`src/rtl/core_uart_ctrl_if.sv`:
```
// core_uart_ctrl_if: bundles the core request/response handshake and the AXI4-Lite
// master channels that core_uart_ctrl drives toward the UART slave.
// master: the controller side. slave: the core plus the UART, i.e. everything around it.
interface core_uart_ctrl_if;
    // Core request / response
    logic        REQ_VALID;
    logic        REQ_WRITE;
    logic [7:0]  REQ_WDATA;
    logic        REQ_READY;
    logic        RSP_VALID;
    logic [7:0]  RSP_RDATA;
    logic        RSP_ERR;
    logic        BUSY;
    // AXI4-Lite read channels
    logic [3:0]  ARADDR;
    logic        ARVALID;
    logic        ARREADY;
    logic [31:0] RDATA;
    logic [1:0]  RRESP;
    logic        RVALID;
    logic        RREADY;
    // AXI4-Lite write channels
    logic [3:0]  AWADDR;
    logic        AWVALID;
    logic        AWREADY;
    logic [31:0] WDATA;
    logic [3:0]  WSTRB;
    logic        WVALID;
    logic        WREADY;
    logic [1:0]  BRESP;
    logic        BVALID;
    logic        BREADY;

    modport master (
        input  REQ_VALID, REQ_WRITE, REQ_WDATA,
        output REQ_READY, RSP_VALID, RSP_RDATA, RSP_ERR, BUSY,
        output ARADDR, ARVALID, RREADY,
        input  ARREADY, RDATA, RRESP, RVALID,
        output AWADDR, AWVALID, WDATA, WSTRB, WVALID, BREADY,
        input  AWREADY, WREADY, BRESP, BVALID
    );

    modport slave (
        output REQ_VALID, REQ_WRITE, REQ_WDATA,
        input  REQ_READY, RSP_VALID, RSP_RDATA, RSP_ERR, BUSY,
        input  ARADDR, ARVALID, RREADY,
        output ARREADY, RDATA, RRESP, RVALID,
        input  AWADDR, AWVALID, WDATA, WSTRB, WVALID, BREADY,
        output AWREADY, WREADY, BRESP, BVALID
    );
endinterface

```
`src/rtl/core_uart_ctrl.sv`:
```
// core_uart_ctrl: turns a single-byte IN/OUT request from the core into the full
// AXI4-Lite sequence against the UART: poll status, then read RX data or write TX data,
// and return a one-cycle completion pulse. All outputs are registered.
// Optional feature macro: UART_CTRL_TIMEOUT_EN (bounds status polling to POLL_MAX tries).
module core_uart_ctrl #(
    parameter logic [3:0]  STAT_ADDR    = 4'h8,
    parameter logic [3:0]  RX_ADDR      = 4'h0,
    parameter logic [3:0]  TX_ADDR      = 4'h4,
    parameter int unsigned RX_VALID_BIT = 0,
    parameter int unsigned TX_FULL_BIT  = 3,
    parameter int unsigned POLL_MAX     = 1023
) (
    input  logic              CLK,
    input  logic              RST,
    core_uart_ctrl_if.master  bus
);

    typedef enum logic [2:0] {
        StIdle, StStatAr, StStatR, StDataAr, StDataR, StWrAwW, StWrB, StDone
    } state_t;

    state_t      state_q;
    logic        is_write_q;
    logic [7:0]  wbyte_q;
    logic        err_q;
    logic        aw_done_q;
    logic        w_done_q;
    logic        req_ready_q;
    logic        busy_q;
    logic        rsp_valid_q;
    logic [7:0]  rsp_rdata_q;
    logic        rsp_err_q;
    logic [3:0]  araddr_q;
    logic        arvalid_q;
    logic        rready_q;
    logic [3:0]  awaddr_q;
    logic        awvalid_q;
    logic [31:0] wdata_q;
    logic [3:0]  wstrb_q;
    logic        wvalid_q;
    logic        bready_q;
`ifdef UART_CTRL_TIMEOUT_EN
    logic [9:0]  poll_cnt_q;
`endif

    logic status_ok;
    logic aw_fire;
    logic w_fire;
    logic unused_bits;

    // Status register says the requested direction can proceed
    assign status_ok = is_write_q ? ~bus.RDATA[TX_FULL_BIT] : bus.RDATA[RX_VALID_BIT];
    // A ready only counts while our valid is actually up
    assign aw_fire   = awvalid_q & bus.AWREADY;
    assign w_fire    = wvalid_q & bus.WREADY;
    assign unused_bits = ^{bus.RDATA[31:8], 10'(POLL_MAX)};

    // Single sequencing FSM; every bus output is a flop updated on the transition
    always_ff @(posedge CLK) begin
        if (RST) begin
            state_q     <= StIdle;
            is_write_q  <= 1'b0;
            wbyte_q     <= 8'h00;
            err_q       <= 1'b0;
            aw_done_q   <= 1'b0;
            w_done_q    <= 1'b0;
            req_ready_q <= 1'b1;
            busy_q      <= 1'b0;
            rsp_valid_q <= 1'b0;
            rsp_rdata_q <= 8'h00;
            rsp_err_q   <= 1'b0;
            araddr_q    <= 4'h0;
            arvalid_q   <= 1'b0;
            rready_q    <= 1'b0;
            awaddr_q    <= 4'h0;
            awvalid_q   <= 1'b0;
            wdata_q     <= 32'h0;
            wstrb_q     <= 4'b0001;
            wvalid_q    <= 1'b0;
            bready_q    <= 1'b0;
`ifdef UART_CTRL_TIMEOUT_EN
            poll_cnt_q  <= 10'd0;
`endif
        end else begin
            rsp_valid_q <= 1'b0;
            unique case (state_q)
                StIdle: begin
                    if (bus.REQ_VALID) begin
                        is_write_q  <= bus.REQ_WRITE;
                        wbyte_q     <= bus.REQ_WDATA;
                        err_q       <= 1'b0;
                        req_ready_q <= 1'b0;
                        busy_q      <= 1'b1;
                        araddr_q    <= STAT_ADDR;
                        arvalid_q   <= 1'b1;
`ifdef UART_CTRL_TIMEOUT_EN
                        poll_cnt_q  <= 10'd0;
`endif
                        state_q     <= StStatAr;
                    end
                end
                StStatAr: begin
                    if (bus.ARREADY) begin
                        arvalid_q <= 1'b0;
                        rready_q  <= 1'b1;
                        state_q   <= StStatR;
                    end
                end
                StStatR: begin
                    if (bus.RVALID) begin
                        rready_q <= 1'b0;
                        if (bus.RRESP != 2'b00) begin
                            err_q   <= 1'b1;
                            state_q <= StDone;
                        end else if (status_ok) begin
                            if (is_write_q) begin
                                awaddr_q  <= TX_ADDR;
                                wdata_q   <= {24'h0, wbyte_q};
                                wstrb_q   <= 4'b0001;
                                awvalid_q <= 1'b1;
                                wvalid_q  <= 1'b1;
                                aw_done_q <= 1'b0;
                                w_done_q  <= 1'b0;
                                state_q   <= StWrAwW;
                            end else begin
                                araddr_q  <= RX_ADDR;
                                arvalid_q <= 1'b1;
                                state_q   <= StDataAr;
                            end
`ifdef UART_CTRL_TIMEOUT_EN
                        end else if (poll_cnt_q == 10'(POLL_MAX - 1)) begin
                            // This not-ready response is the POLL_MAX-th: give up
                            poll_cnt_q <= poll_cnt_q + 10'd1;
                            err_q      <= 1'b1;
                            if (!is_write_q) rsp_rdata_q <= 8'h00;
                            state_q    <= StDone;
                        end else begin
                            poll_cnt_q <= poll_cnt_q + 10'd1;
                            araddr_q   <= STAT_ADDR;
                            arvalid_q  <= 1'b1;
                            state_q    <= StStatAr;
                        end
`else
                        end else begin
                            araddr_q  <= STAT_ADDR;
                            arvalid_q <= 1'b1;
                            state_q   <= StStatAr;
                        end
`endif
                    end
                end
                StDataAr: begin
                    if (bus.ARREADY) begin
                        arvalid_q <= 1'b0;
                        rready_q  <= 1'b1;
                        state_q   <= StDataR;
                    end
                end
                StDataR: begin
                    if (bus.RVALID) begin
                        rready_q    <= 1'b0;
                        rsp_rdata_q <= bus.RDATA[7:0];
                        err_q       <= (bus.RRESP != 2'b00);
                        state_q     <= StDone;
                    end
                end
                StWrAwW: begin
                    // AW and W retire independently, in either order
                    if (aw_fire) begin
                        awvalid_q <= 1'b0;
                        aw_done_q <= 1'b1;
                    end
                    if (w_fire) begin
                        wvalid_q <= 1'b0;
                        w_done_q <= 1'b1;
                    end
                    if ((aw_done_q || aw_fire) && (w_done_q || w_fire)) begin
                        bready_q <= 1'b1;
                        state_q  <= StWrB;
                    end
                end
                StWrB: begin
                    if (bus.BVALID) begin
                        bready_q <= 1'b0;
                        err_q    <= (bus.BRESP != 2'b00);
                        state_q  <= StDone;
                    end
                end
                StDone: begin
                    rsp_valid_q <= 1'b1;
                    rsp_err_q   <= err_q;
                    req_ready_q <= 1'b1;
                    busy_q      <= 1'b0;
                    state_q     <= StIdle;
                end
                default: state_q <= StIdle;
            endcase
        end
    end

    assign bus.REQ_READY = req_ready_q;
    assign bus.BUSY      = busy_q;
    assign bus.RSP_VALID = rsp_valid_q;
    assign bus.RSP_RDATA = rsp_rdata_q;
    assign bus.RSP_ERR   = rsp_err_q;
    assign bus.ARADDR    = araddr_q;
    assign bus.ARVALID   = arvalid_q;
    assign bus.RREADY    = rready_q;
    assign bus.AWADDR    = awaddr_q;
    assign bus.AWVALID   = awvalid_q;
    assign bus.WDATA     = wdata_q;
    assign bus.WSTRB     = wstrb_q;
    assign bus.WVALID    = wvalid_q;
    assign bus.BREADY    = bready_q;

endmodule

```
`src/flat_wrapper.sv`:
```
// flat-port wrapper written by rule: the top's interface ports become plain ports
module core_uart_ctrl_flat 
#(
    parameter logic [3:0]  STAT_ADDR    = 4'h8,
    parameter logic [3:0]  RX_ADDR      = 4'h0,
    parameter logic [3:0]  TX_ADDR      = 4'h4,
    parameter int unsigned RX_VALID_BIT = 0,
    parameter int unsigned TX_FULL_BIT  = 3,
    parameter int unsigned POLL_MAX     = 1023
)
  (CLK, RST, bus_REQ_VALID, bus_REQ_WRITE, bus_REQ_WDATA, bus_REQ_READY, bus_RSP_VALID, bus_RSP_RDATA, bus_RSP_ERR, bus_BUSY, bus_ARADDR, bus_ARVALID, bus_RREADY, bus_ARREADY, bus_RDATA, bus_RRESP, bus_RVALID, bus_AWADDR, bus_AWVALID, bus_WDATA, bus_WSTRB, bus_WVALID, bus_BREADY, bus_AWREADY, bus_WREADY, bus_BRESP, bus_BVALID);
  core_uart_ctrl_if bus_i ();
  input  logic CLK;
  input  logic RST;
  input wire logic [$bits(bus_i.REQ_VALID)-1:0] bus_REQ_VALID;
  input wire logic [$bits(bus_i.REQ_WRITE)-1:0] bus_REQ_WRITE;
  input wire logic [$bits(bus_i.REQ_WDATA)-1:0] bus_REQ_WDATA;
  output wire logic [$bits(bus_i.REQ_READY)-1:0] bus_REQ_READY;
  output wire logic [$bits(bus_i.RSP_VALID)-1:0] bus_RSP_VALID;
  output wire logic [$bits(bus_i.RSP_RDATA)-1:0] bus_RSP_RDATA;
  output wire logic [$bits(bus_i.RSP_ERR)-1:0] bus_RSP_ERR;
  output wire logic [$bits(bus_i.BUSY)-1:0] bus_BUSY;
  output wire logic [$bits(bus_i.ARADDR)-1:0] bus_ARADDR;
  output wire logic [$bits(bus_i.ARVALID)-1:0] bus_ARVALID;
  output wire logic [$bits(bus_i.RREADY)-1:0] bus_RREADY;
  input wire logic [$bits(bus_i.ARREADY)-1:0] bus_ARREADY;
  input wire logic [$bits(bus_i.RDATA)-1:0] bus_RDATA;
  input wire logic [$bits(bus_i.RRESP)-1:0] bus_RRESP;
  input wire logic [$bits(bus_i.RVALID)-1:0] bus_RVALID;
  output wire logic [$bits(bus_i.AWADDR)-1:0] bus_AWADDR;
  output wire logic [$bits(bus_i.AWVALID)-1:0] bus_AWVALID;
  output wire logic [$bits(bus_i.WDATA)-1:0] bus_WDATA;
  output wire logic [$bits(bus_i.WSTRB)-1:0] bus_WSTRB;
  output wire logic [$bits(bus_i.WVALID)-1:0] bus_WVALID;
  output wire logic [$bits(bus_i.BREADY)-1:0] bus_BREADY;
  input wire logic [$bits(bus_i.AWREADY)-1:0] bus_AWREADY;
  input wire logic [$bits(bus_i.WREADY)-1:0] bus_WREADY;
  input wire logic [$bits(bus_i.BRESP)-1:0] bus_BRESP;
  input wire logic [$bits(bus_i.BVALID)-1:0] bus_BVALID;
  assign bus_i.REQ_VALID = bus_REQ_VALID;
  assign bus_i.REQ_WRITE = bus_REQ_WRITE;
  assign bus_i.REQ_WDATA = bus_REQ_WDATA;
  assign bus_REQ_READY = bus_i.REQ_READY;
  assign bus_RSP_VALID = bus_i.RSP_VALID;
  assign bus_RSP_RDATA = bus_i.RSP_RDATA;
  assign bus_RSP_ERR = bus_i.RSP_ERR;
  assign bus_BUSY = bus_i.BUSY;
  assign bus_ARADDR = bus_i.ARADDR;
  assign bus_ARVALID = bus_i.ARVALID;
  assign bus_RREADY = bus_i.RREADY;
  assign bus_i.ARREADY = bus_ARREADY;
  assign bus_i.RDATA = bus_RDATA;
  assign bus_i.RRESP = bus_RRESP;
  assign bus_i.RVALID = bus_RVALID;
  assign bus_AWADDR = bus_i.AWADDR;
  assign bus_AWVALID = bus_i.AWVALID;
  assign bus_WDATA = bus_i.WDATA;
  assign bus_WSTRB = bus_i.WSTRB;
  assign bus_WVALID = bus_i.WVALID;
  assign bus_BREADY = bus_i.BREADY;
  assign bus_i.AWREADY = bus_AWREADY;
  assign bus_i.WREADY = bus_WREADY;
  assign bus_i.BRESP = bus_BRESP;
  assign bus_i.BVALID = bus_BVALID;
  core_uart_ctrl #(.STAT_ADDR(STAT_ADDR), .RX_ADDR(RX_ADDR), .TX_ADDR(TX_ADDR), .RX_VALID_BIT(RX_VALID_BIT), .TX_FULL_BIT(TX_FULL_BIT), .POLL_MAX(POLL_MAX)) u_core (.CLK(CLK), .RST(RST), .bus(bus_i));
endmodule
```
`config.mk`:
```
export PLATFORM = sky130hd
export DESIGN_NAME = core_uart_ctrl_flat
export DESIGN_NICKNAME = d
export VERILOG_FILES = /design/src/rtl/core_uart_ctrl_if.sv /design/src/rtl/core_uart_ctrl.sv /design/src/flat_wrapper.sv
export SDC_FILE = /design/constraint.sdc
export NUM_CORES = 1
export LEC_CHECK = 0
export CAP_MARGIN = 20
export CORE_UTILIZATION = 42
export DETAILED_ROUTE_END_ITERATION = 16
export HOLD_SLACK_MARGIN = 0.15
export PLACE_DENSITY_LB_ADDON = 0.08
export SYNTH_ARGS = -nofsm -noshare
export SYNTH_HDL_FRONTEND = slang
export SYNTH_SLANG_ARGS = --single-unit
```
`constraint.sdc`:
```
create_clock -name CLK -period 1.9 [get_ports CLK]
set_clock_uncertainty 0.05 [all_clocks]
set_input_delay 0.475 -clock CLK [delete_from_list [all_inputs] [get_ports CLK]]
set_output_delay 0.475 -clock CLK [all_outputs]
set_load 0.01 [all_outputs]
```
---- Word-level counts from Yosys, hierarchy flattened ----
Index checks and enable logic that the tools add are counted.
storage, ports and cells
  word-level logic and storage cells ...... 129
  output and inout bits ................... 61
  flip-flop bits (word level) ............. 45
  bits of input ports ..................... 53
cells by class
  reduce and logical (&&, ||, !) cells .... 27
  bitwise gates (word level) .............. 4
  eq/ne operators ......................... 23
  muxes and demuxes ....................... 56
operators with widths
  cell                  number
  $mux W3               10
  $mux W1               29
  $pmux W3 S8           1
  $reduce_and A6 Y1     4
  $mux W4               5
  $ne A2 B1 Y1 const B  8
  $pmux W1 S2           8
  $ne A2 B2 Y1 const B  7
  $reduce_bool A2 Y1    7
  $eq A3 B3 Y1 const B  4
  $reduce_and A5 Y1     2
  $pmux W4 S2           1
  $reduce_and A7 Y1     1
  $eq A3 B2 Y1 const B  2
  $reduce_and A2 Y1     3
  $reduce_and A3 Y1     2
  $pmux W1 S4           1
  $reduce_bool A4 Y1    1
  $reduce_or A2 Y1      2
  $eq A3 B1 Y1 const B  1
  $logic_not A3 Y1      1
  $ne A3 B3 Y1 const B  1
  $pmux W1 S3           1
  $reduce_bool A3 Y1    1
  4 further kinds       7

---- Longest topological paths before layout ----
Gate-level depths: netlist of the first run.
  word-level depth ........................ 6
  depth in mapped cells ................... 6
  depth with buffers taken out ............ 4

---- Worst setup path after synthesis of the first run ----
Ideal clock, no wire load.
  path type ............................... input port to flip-flop
  from .................................... input port bus_RRESP[1]
  to ...................................... register u_core.wdata_q[0], in the netlist u_core.bus.WDATA[0]
  buffers on the path ..................... 1
  stages .................................. 5
  library setup time ...................... 128 ps
  required time ........................... 1722 ps
  data arrival time ....................... 1180 ps
  slack ................................... 542 ps
  path through ............................ nor2_1 nand4_1 buf_4 mux2i_1 nor2_1
on the way
  longest elaborated chain between the ends .. 3
RTL lines
  what                                RTL line               RTL
  from (decl)                         flat_wrapper.sv:28     input wire logic [$bits(bus_i.RRESP)-1:0] bus_RRESP;
  $reduce_bool A2 Y1                  core_uart_ctrl.sv:112  if (bus.RRESP != 2'b00) begin
  $not A1 Y1 (no source line)         -
  $reduce_and A5 Y1 (no source line)  -
  to (signal assigned)                core_uart_ctrl.sv:118  wdata_q <= {24'h0, wbyte_q};
  to (decl)                           core_uart_ctrl.sv:38   logic [31:0] wdata_q;
Every way passes these cells.
A chain may end at the register's enable or synchronous reset.

---- Worst setup path after layout of the first run ----
  from .................................... register u_core.awvalid_q, in the netlist u_core.bus.AWVALID
  to ...................................... output port bus_AWVALID
RTL lines
  what                    RTL line               RTL
  from (decl)             core_uart_ctrl.sv:37   logic awvalid_q;
  from (signal assigned)  core_uart_ctrl.sv:76   awvalid_q <= 1'b0;
  from (signal assigned)  core_uart_ctrl.sv:120  awvalid_q <= 1'b1;
  from (signal assigned)  core_uart_ctrl.sv:170  awvalid_q <= 1'b0;
  to (decl)               flat_wrapper.sv:31     output wire logic [$bits(bus_i.AWVALID)-1:0] bus_AWVALID;
No word-level cell between the ends.

==> impl_metrics.csv, run 1 <==
group,metric,value,unit
run_status,status,"completed",
flow_run,drv_cap,0,
worst_setup_path,critPathMaxFanout,4,
power_and_ir_drop,power_density,1040,nW/um2
power_and_ir_drop,max-vdd-ir-drop,0.000557,V
finish,antenna_cells,0,
worst_setup_path,end_kind,"output port",
cts,cts_root_buffer,"clkbuf_8",
die,pin_count,114,
synth,yosysTopAreaCellShare,40.1,%
placement,portBuffers,55,
power_and_ir_drop,cellLeakagePower,1.16,nW
synth,syn_area,2100,um2
synth,yosys-top-cells-area,"dfxtp_1 (40%), buf_4 (13%), mux2i_1 (8.6%)",
global_route,antenna_found_initial,0,
timing,period_share,92.2,%
synth,yosysSeqAreaShare,40.1,%
global_route,grt_max_degree,29,
global_route,grt.overflow.total,0,
power_and_ir_drop,clkPwrFrac,25.2,%
worst_setup_path,critPathMaxStageDelay,0.57,ns
timing,min_period,1.75,ns
timing,tns,0,ns
power_and_ir_drop,p_sw,0.000935,W
finish,multi_input_area,1020,um2
worst_setup_path,critPathRequiredTime,1.37,ns
finish,nNetsFinal,359,
die,die_x,72.7,um
synth,synth_edf_count,0,
global_route,grt_usage,17.7,%
synth,ys_ff_latch,42,
cts,htree_levels,2,
worst_setup_path,start_kind,"flip-flop",
timing,slew_violations,0,
worst_setup_path,cp.arrival,1.23,ns
cts,cts_buffer_depth,2,
detailed_routing,drc,0,
detailed_routing,routed_wl,4.32,mm
placement,dp.cells,366,
placement,dp_hpwl,3.16,mm
worst_setup_path,critPathBufInv,1,
worst_setup_path,crit_chain,"clkdlybuf4s50_1",
die,die_area,5280,um2
die,dieHeight,72.7,um
placement,gp_congestion,0.807,
die,start_util,44.1,%
cts,cts_setup_buffers,0,
cts,holdBufCountCts,0,
power_and_ir_drop,sequentialPowerShare,39.9,%
synth,syn-instance-count,245,
cts,path_clk_slew,0.08,ns
synth,yosysTopAreaCell,"dfxtp_1",
min_path,hold_path_class,"flip-flop to flip-flop",
cts,cts_made_buffers,5,
die,core_area,4750,um2
global_route,grt_pass1_vias,1558,
synth,synthArstFlopShare,0,%
timing,setup_viol,0,
global_route,grt_pass1_wl,7.25,mm
finish,synthToLayoutAreaGrowth,31.5,%
finish,final.fill_count,456,
power_and_ir_drop,intPower,0.00193,W
detailed_routing,postRouteAntennaNets,0,
finish,layout-drive-gt1-share,8.82,%
timing,hold_viol_final,0,
synth,ys_types,42,
finish,register_area,841,um2
detailed_routing,detail_route.first_pass.iterations,4,
finish,fin_cells,373,
cts,clock_latency,0.29,ns
worst_setup_path,crit_type,"flip-flop to output port",
worst_setup_path,critPathTopFamily,"buffers and inverters",
synth,synth_ff_type,"dfxtp_1",
die,rows,25,
synth,synthTopCellsByCount,"dfxtp_1 (42), buf_4 (37), nand2_1 (25), nor2_1 (25), a21oi_1 (22)",
power_and_ir_drop,p_sw_share,32.6,%
synth,syn_area_per_cell,8.56,um2
timing,fmax,571,MHz
detailed_routing,avgRoutedWirePerCell,11.6,um
detailed_routing,viasPerCell,4.69,
synth,ys_warn_count,0,
cts,cts.sinks,42,
power_and_ir_drop,p_comb_share,34.9,%
cts,postCtsResizedCells,0,
timing,rsz0062_at_grt,"no",
timing,whs,0.408,ns
cts,cts_tree,"done",
synth,yosysMostFrequentCell,"dfxtp_1",
worst_setup_path,critPathSlowestCell,"clkdlybuf4s50_1",
detailed_routing,vias,1750,
finish,fin_util,58.1,%
detailed_routing,drtIter0Drc,70,
-- power groups by stage --
stage	Clock (W)	Sequential, W	Combinational (W)
6_report	0.000721	0.00114	0.00100
5_1_grt	0.000772	0.00117	0.00111
4_1_cts	0.000738	0.00114	0.00101
3_5_place_dp	0	0.00116	0.00100
3_3_place_gp	0	0.00116	0.00100
2_1_floorplan	0	0.00111	0.000760
-- worst paths after layout --
kind,from,to,slack [ns],cells after the start
max,u_core.bus.AWVALID$_SDFFE_PP0P_,bus_AWVALID,0.15,1
min,u_core.wbyte_q[7]$_SDFFE_PP0P_,u_core.wbyte_q[7]$_SDFFE_PP0P_,0.41,2
max reg2reg,u_core.state_q[2]$_SDFFE_PP0P_,u_core.state_q[2]$_SDFFE_PP0P_,0.25,5
min reg2reg,u_core.wbyte_q[7]$_SDFFE_PP0P_,u_core.wbyte_q[7]$_SDFFE_PP0P_,0.41,2
-- sequential cells by signal, summed over array words and instances (netlist names), 3 cells and up --
| name | count |
|---|---|
| u_core.state_q | 3 |
| u_core.bus.WDATA | 8 |
| u_core.bus.RSP_RDATA | 8 |
| u_core.wbyte_q | 8 |
-- worst min-delay path, cell delays in order (launching register included) --
cell and delay [ns]:
dfxtp_1 0.31, nand2_1 0.05, a21oi_1 0.05
-- per-layer routing --
metal | global-route usage, % | wire length (um) | part of all wire, %
met1 | 22.8 | 2010 | 47
met2 | 27.8 | 1910 | 44
met3 | 6.08 | 343 | 7.9
met4 | 5.45 | 51 | 1.2
met5 | 0 | 0 | 0
-- kinds of logic after synthesis --
family | count (synthesis) | share of synthesized area, %
AOI/OAI and AO/OA | 49 | 15.1
muxes | 18 | 8.59
buffers and inverters | 53 | 17.1
other | 2 | 0.358
and+or+nand+nor | 81 | 18.8
DFF | 42 | 40.1
-- metrics by stage --
stage                     instance area [um2]  power (W)  setup slack (ns)
after global placement                   2650    0.00216           -0.0720
after detailed placement                 2650    0.00216           -0.0902
after global routing                     2760    0.00305            0.0876
final                                    2760    0.00286             0.148
after floorplan                          2220    0.00187             0.542
after CTS                                2760    0.00289             0.131
-- layout by cell type, fill, tap and decap left out, types with 3 or more instances in the layout --
| cell | count |
|---|---|
| o21a_1 | 3 |
| conb_1 | 34 |
| clkbuf_8 | 6 |
| nand2_1 | 25 |
| nor2_1 | 25 |
| clkdlybuf4s50_1 | 55 |
| nand3_1 | 4 |
| dfxtp_1 | 42 |
| mux2i_1 | 18 |
| nand2b_1 | 5 |
| inv_1 | 6 |
| nor3_1 | 4 |
| a21oi_1 | 22 |
| o21ai_0 | 5 |
| buf_4 | 12 |
| nor2b_1 | 6 |
-- area by class of cell --
| type | count | share of cell area [%] |
|---|---|---|
| Sequential cell | 42 | 30.5 |
| Multi-Input combinational cell | 182 | 36.9 |
| Tap cell | 67 | 3.04 |
| Inverter | 6 | 0.816 |
| Clock buffer | 6 | 2.99 |
| Clock inverter | 1 | 1.09 |
| Timing Repair Buffer | 69 | 24.7 |
Note: power is estimated with default switching activity, not from simulation.
==> inputs of run 2 (changes only) <==
Settings changed: CORE_UTILIZATION 42 to 35.
==> impl_metrics.csv, run 2 (synthesized netlist as in run 1, its figures left out) <==
group,metric,value,unit
run_status,status,"completed",
finish,nNetsFinal,359,
global_route,antenna_found_initial,0,
die,dieHeight,79.4,um
worst_setup_path,r2r_start,"u_core.state_q[2]$_SDFFE_PP0P_",
finish,layout-drive-gt1-share,8.79,%
power_and_ir_drop,power_density,1000,nW/um2
finish,fin_cells,379,
die,die_x,79.4,um
worst_setup_path,start_kind,"flip-flop",
finish,synthToLayoutAreaGrowth,30.8,%
finish,antenna_cells,0,
detailed_routing,routed_wl,4.53,mm
cts,htree_levels,2,
detailed_routing,avgRoutedWirePerCell,11.9,um
cts,cts_tree,"done",
worst_setup_path,end_kind,"output port",
timing,tns,0,ns
worst_setup_path,r2r_cells,5,
power_and_ir_drop,p_comb_share,37.4,%
placement,gp_congestion,0.806,
timing,whs,0.407,ns
die,start_util,37.2,%
power_and_ir_drop,sequentialPowerShare,40.8,%
detailed_routing,viasPerCell,4.64,
global_route,grt_pass1_vias,1625,
finish,final_common_cell,"clkdlybuf4s50_1",
finish,final_cell_mix,"clkdlybuf4s50_1 (55), dfxtp_1 (42), conb_1 (34), nor2_1 (25), nand2_1 (25)",
timing,setup_viol,0,
cts,clock_latency,0.29,ns
timing,slew_violations,0,
worst_setup_path,critPathSlowestCell,"clkdlybuf4s50_1",
timing,min_period,1.77,ns
worst_setup_path,crit_chain,"clkdlybuf4s50_1",
detailed_routing,drc,0,
worst_setup_path,critPathLaunch,"u_core.bus.AWVALID$_SDFFE_PP0P_",
timing,period_share,92.9,%
detailed_routing,vias,1757,
cts,cts.sinks,42,
worst_setup_path,reg2reg_setup_slack,0.32,ns
cts,holdBufCountCts,0,
power_and_ir_drop,intPower,0.00181,W
min_path,hold_depth,2,
die,pin_count,114,
min_path,hold_path_class,"flip-flop to flip-flop",
placement,portBuffers,55,
worst_setup_path,critPathRequiredTime,1.37,ns
cts,cts_buffer_depth,2,
min_path,min_to,"u_core.wbyte_q[5]$_SDFFE_PP0P_",
min_path,min-delay-start,"u_core.wbyte_q[5]$_SDFFE_PP0P_",
die,rows,27,
detailed_routing,drtIter0Drc,47,
worst_setup_path,critPathBufInv,1,
cts,cts_setup_buffers,0,
worst_setup_path,r2r_end,"u_core.state_q[2]$_SDFFE_PP0P_",
placement,dp.cells,371,
global_route,grt_pass1_wl,7.78,mm
cts,cts_root_buffer,"clkbuf_8",
cts,postCtsResizedCells,0,
global_route,grt_usage,16.0,%
worst_setup_path,critPathMaxStageDelay,0.56,ns
worst_setup_path,critPathMaxFanout,4,
timing,hold_viol_final,0,
cts,path_clk_slew,0.08,ns
detailed_routing,detail_route.first_pass.iterations,4,
power_and_ir_drop,max-vdd-ir-drop,0.000465,V
global_route,grt.overflow.total,0,
timing,fmax,566,MHz
detailed_routing,postRouteAntennaNets,0,
die,core_area,5640,um2
timing,rsz0062_at_grt,"no",
worst_setup_path,crit_type,"flip-flop to output port",
worst_setup_path,cp.arrival,1.24,ns
cts,cts_made_buffers,5,
die,die_area,6310,um2
worst_setup_path,critPathTopFamily,"buffers and inverters",
flow_run,drv_cap,0,
power_and_ir_drop,clkPwrFrac,21.8,%
placement,dp_hpwl,3.34,mm
power_and_ir_drop,p_sw_share,34.2,%
power_and_ir_drop,cellLeakagePower,1.15,nW
global_route,grt_max_degree,27,
power_and_ir_drop,p_sw,0.000942,W
run 2: worst register-to-register path, cell delays in order, from the launching register on:
cell and delay (ns):
dfxtp_1 0.54, buf_4 0.21, nor2b_4 0.22, o21a_1 0.18, o21ai_0 0.09, a311oi_1 0.22
run 2: layer usage:
layer  wire (um)  track usage (%)  up-vias
met5           0                0        -
met4          55             6.55        0
met3         382             5.83        4
met2        2050             24.4       74
met1        2040             20.4      798
li1            -                -      881
run 2: area by class of cell:
| cell class | count | area, um2 |
|---|---|---|
| multi-input combinational | 182 | 1020 |
| timing repair buffer | 69 | 681 |
| fill | 574 | 2900 |
| sequential | 42 | 841 |
| tap | 72 | 90.1 |
| inverter | 6 | 22.5 |
| clock inverter | 1 | 5.00 |
| clock buffer | 7 | 86.3 |
run 2: stage by stage:
stage | instance area, um2 | power (W) | util, % | setup slack (ns)
4_1_cts | 2750 | 0.00280 | 48.7 | 0.129
5_1_grt | 2750 | 0.00297 | 48.7 | 0.0601
2_1_floorplan | 2220 | 0.00187 | - | 0.542
6_report | 2750 | 0.00275 | 48.7 | 0.134
3_5_place_dp | 2650 | 0.00218 | 47.0 | -0.0975
3_3_place_gp | 2650 | 0.00218 | 47.0 | -0.0971
run 2: worst max-delay path by stage:
stage | cells after the start | slack [ns] | endpoint
after global placement | 6 | -0.1 | u_core.bus.WDATA[6]$_SDFFE_PP0P_
after floorplan | 5 | 0.54 | u_core.bus.WDATA[0]$_SDFFE_PP0P_
after detailed placement | 6 | -0.1 | u_core.bus.WDATA[4]$_SDFFE_PP0P_
final | 1 | 0.13 | bus_AWVALID
after global routing | 1 | 0.06 | bus_AWVALID
after CTS | 1 | 0.13 | bus_AWVALID
run 2: power groups by stage:
| stage | logic (W) | clock network, W | registers [W] |
|---|---|---|---|
| floorplan | 0.000760 | 0 | 0.00111 |
| global placement | 0.00103 | 0 | 0.00114 |
| detailed placement | 0.00104 | 0 | 0.00115 |
| CTS | 0.00104 | 0.000625 | 0.00113 |
| global route | 0.00116 | 0.000662 | 0.00115 |
| finish | 0.00103 | 0.000601 | 0.00112 |
==> inputs of run 3 (changes only) <==
Settings changed: CORE_UTILIZATION 35 to 42, GPL_TIMING_DRIVEN from default to 1, SKIP_CTS_REPAIR_TIMING from default to 1.
==> results of run 3 <==
The final DEF is identical to that of run 1; final timing and power are the same.
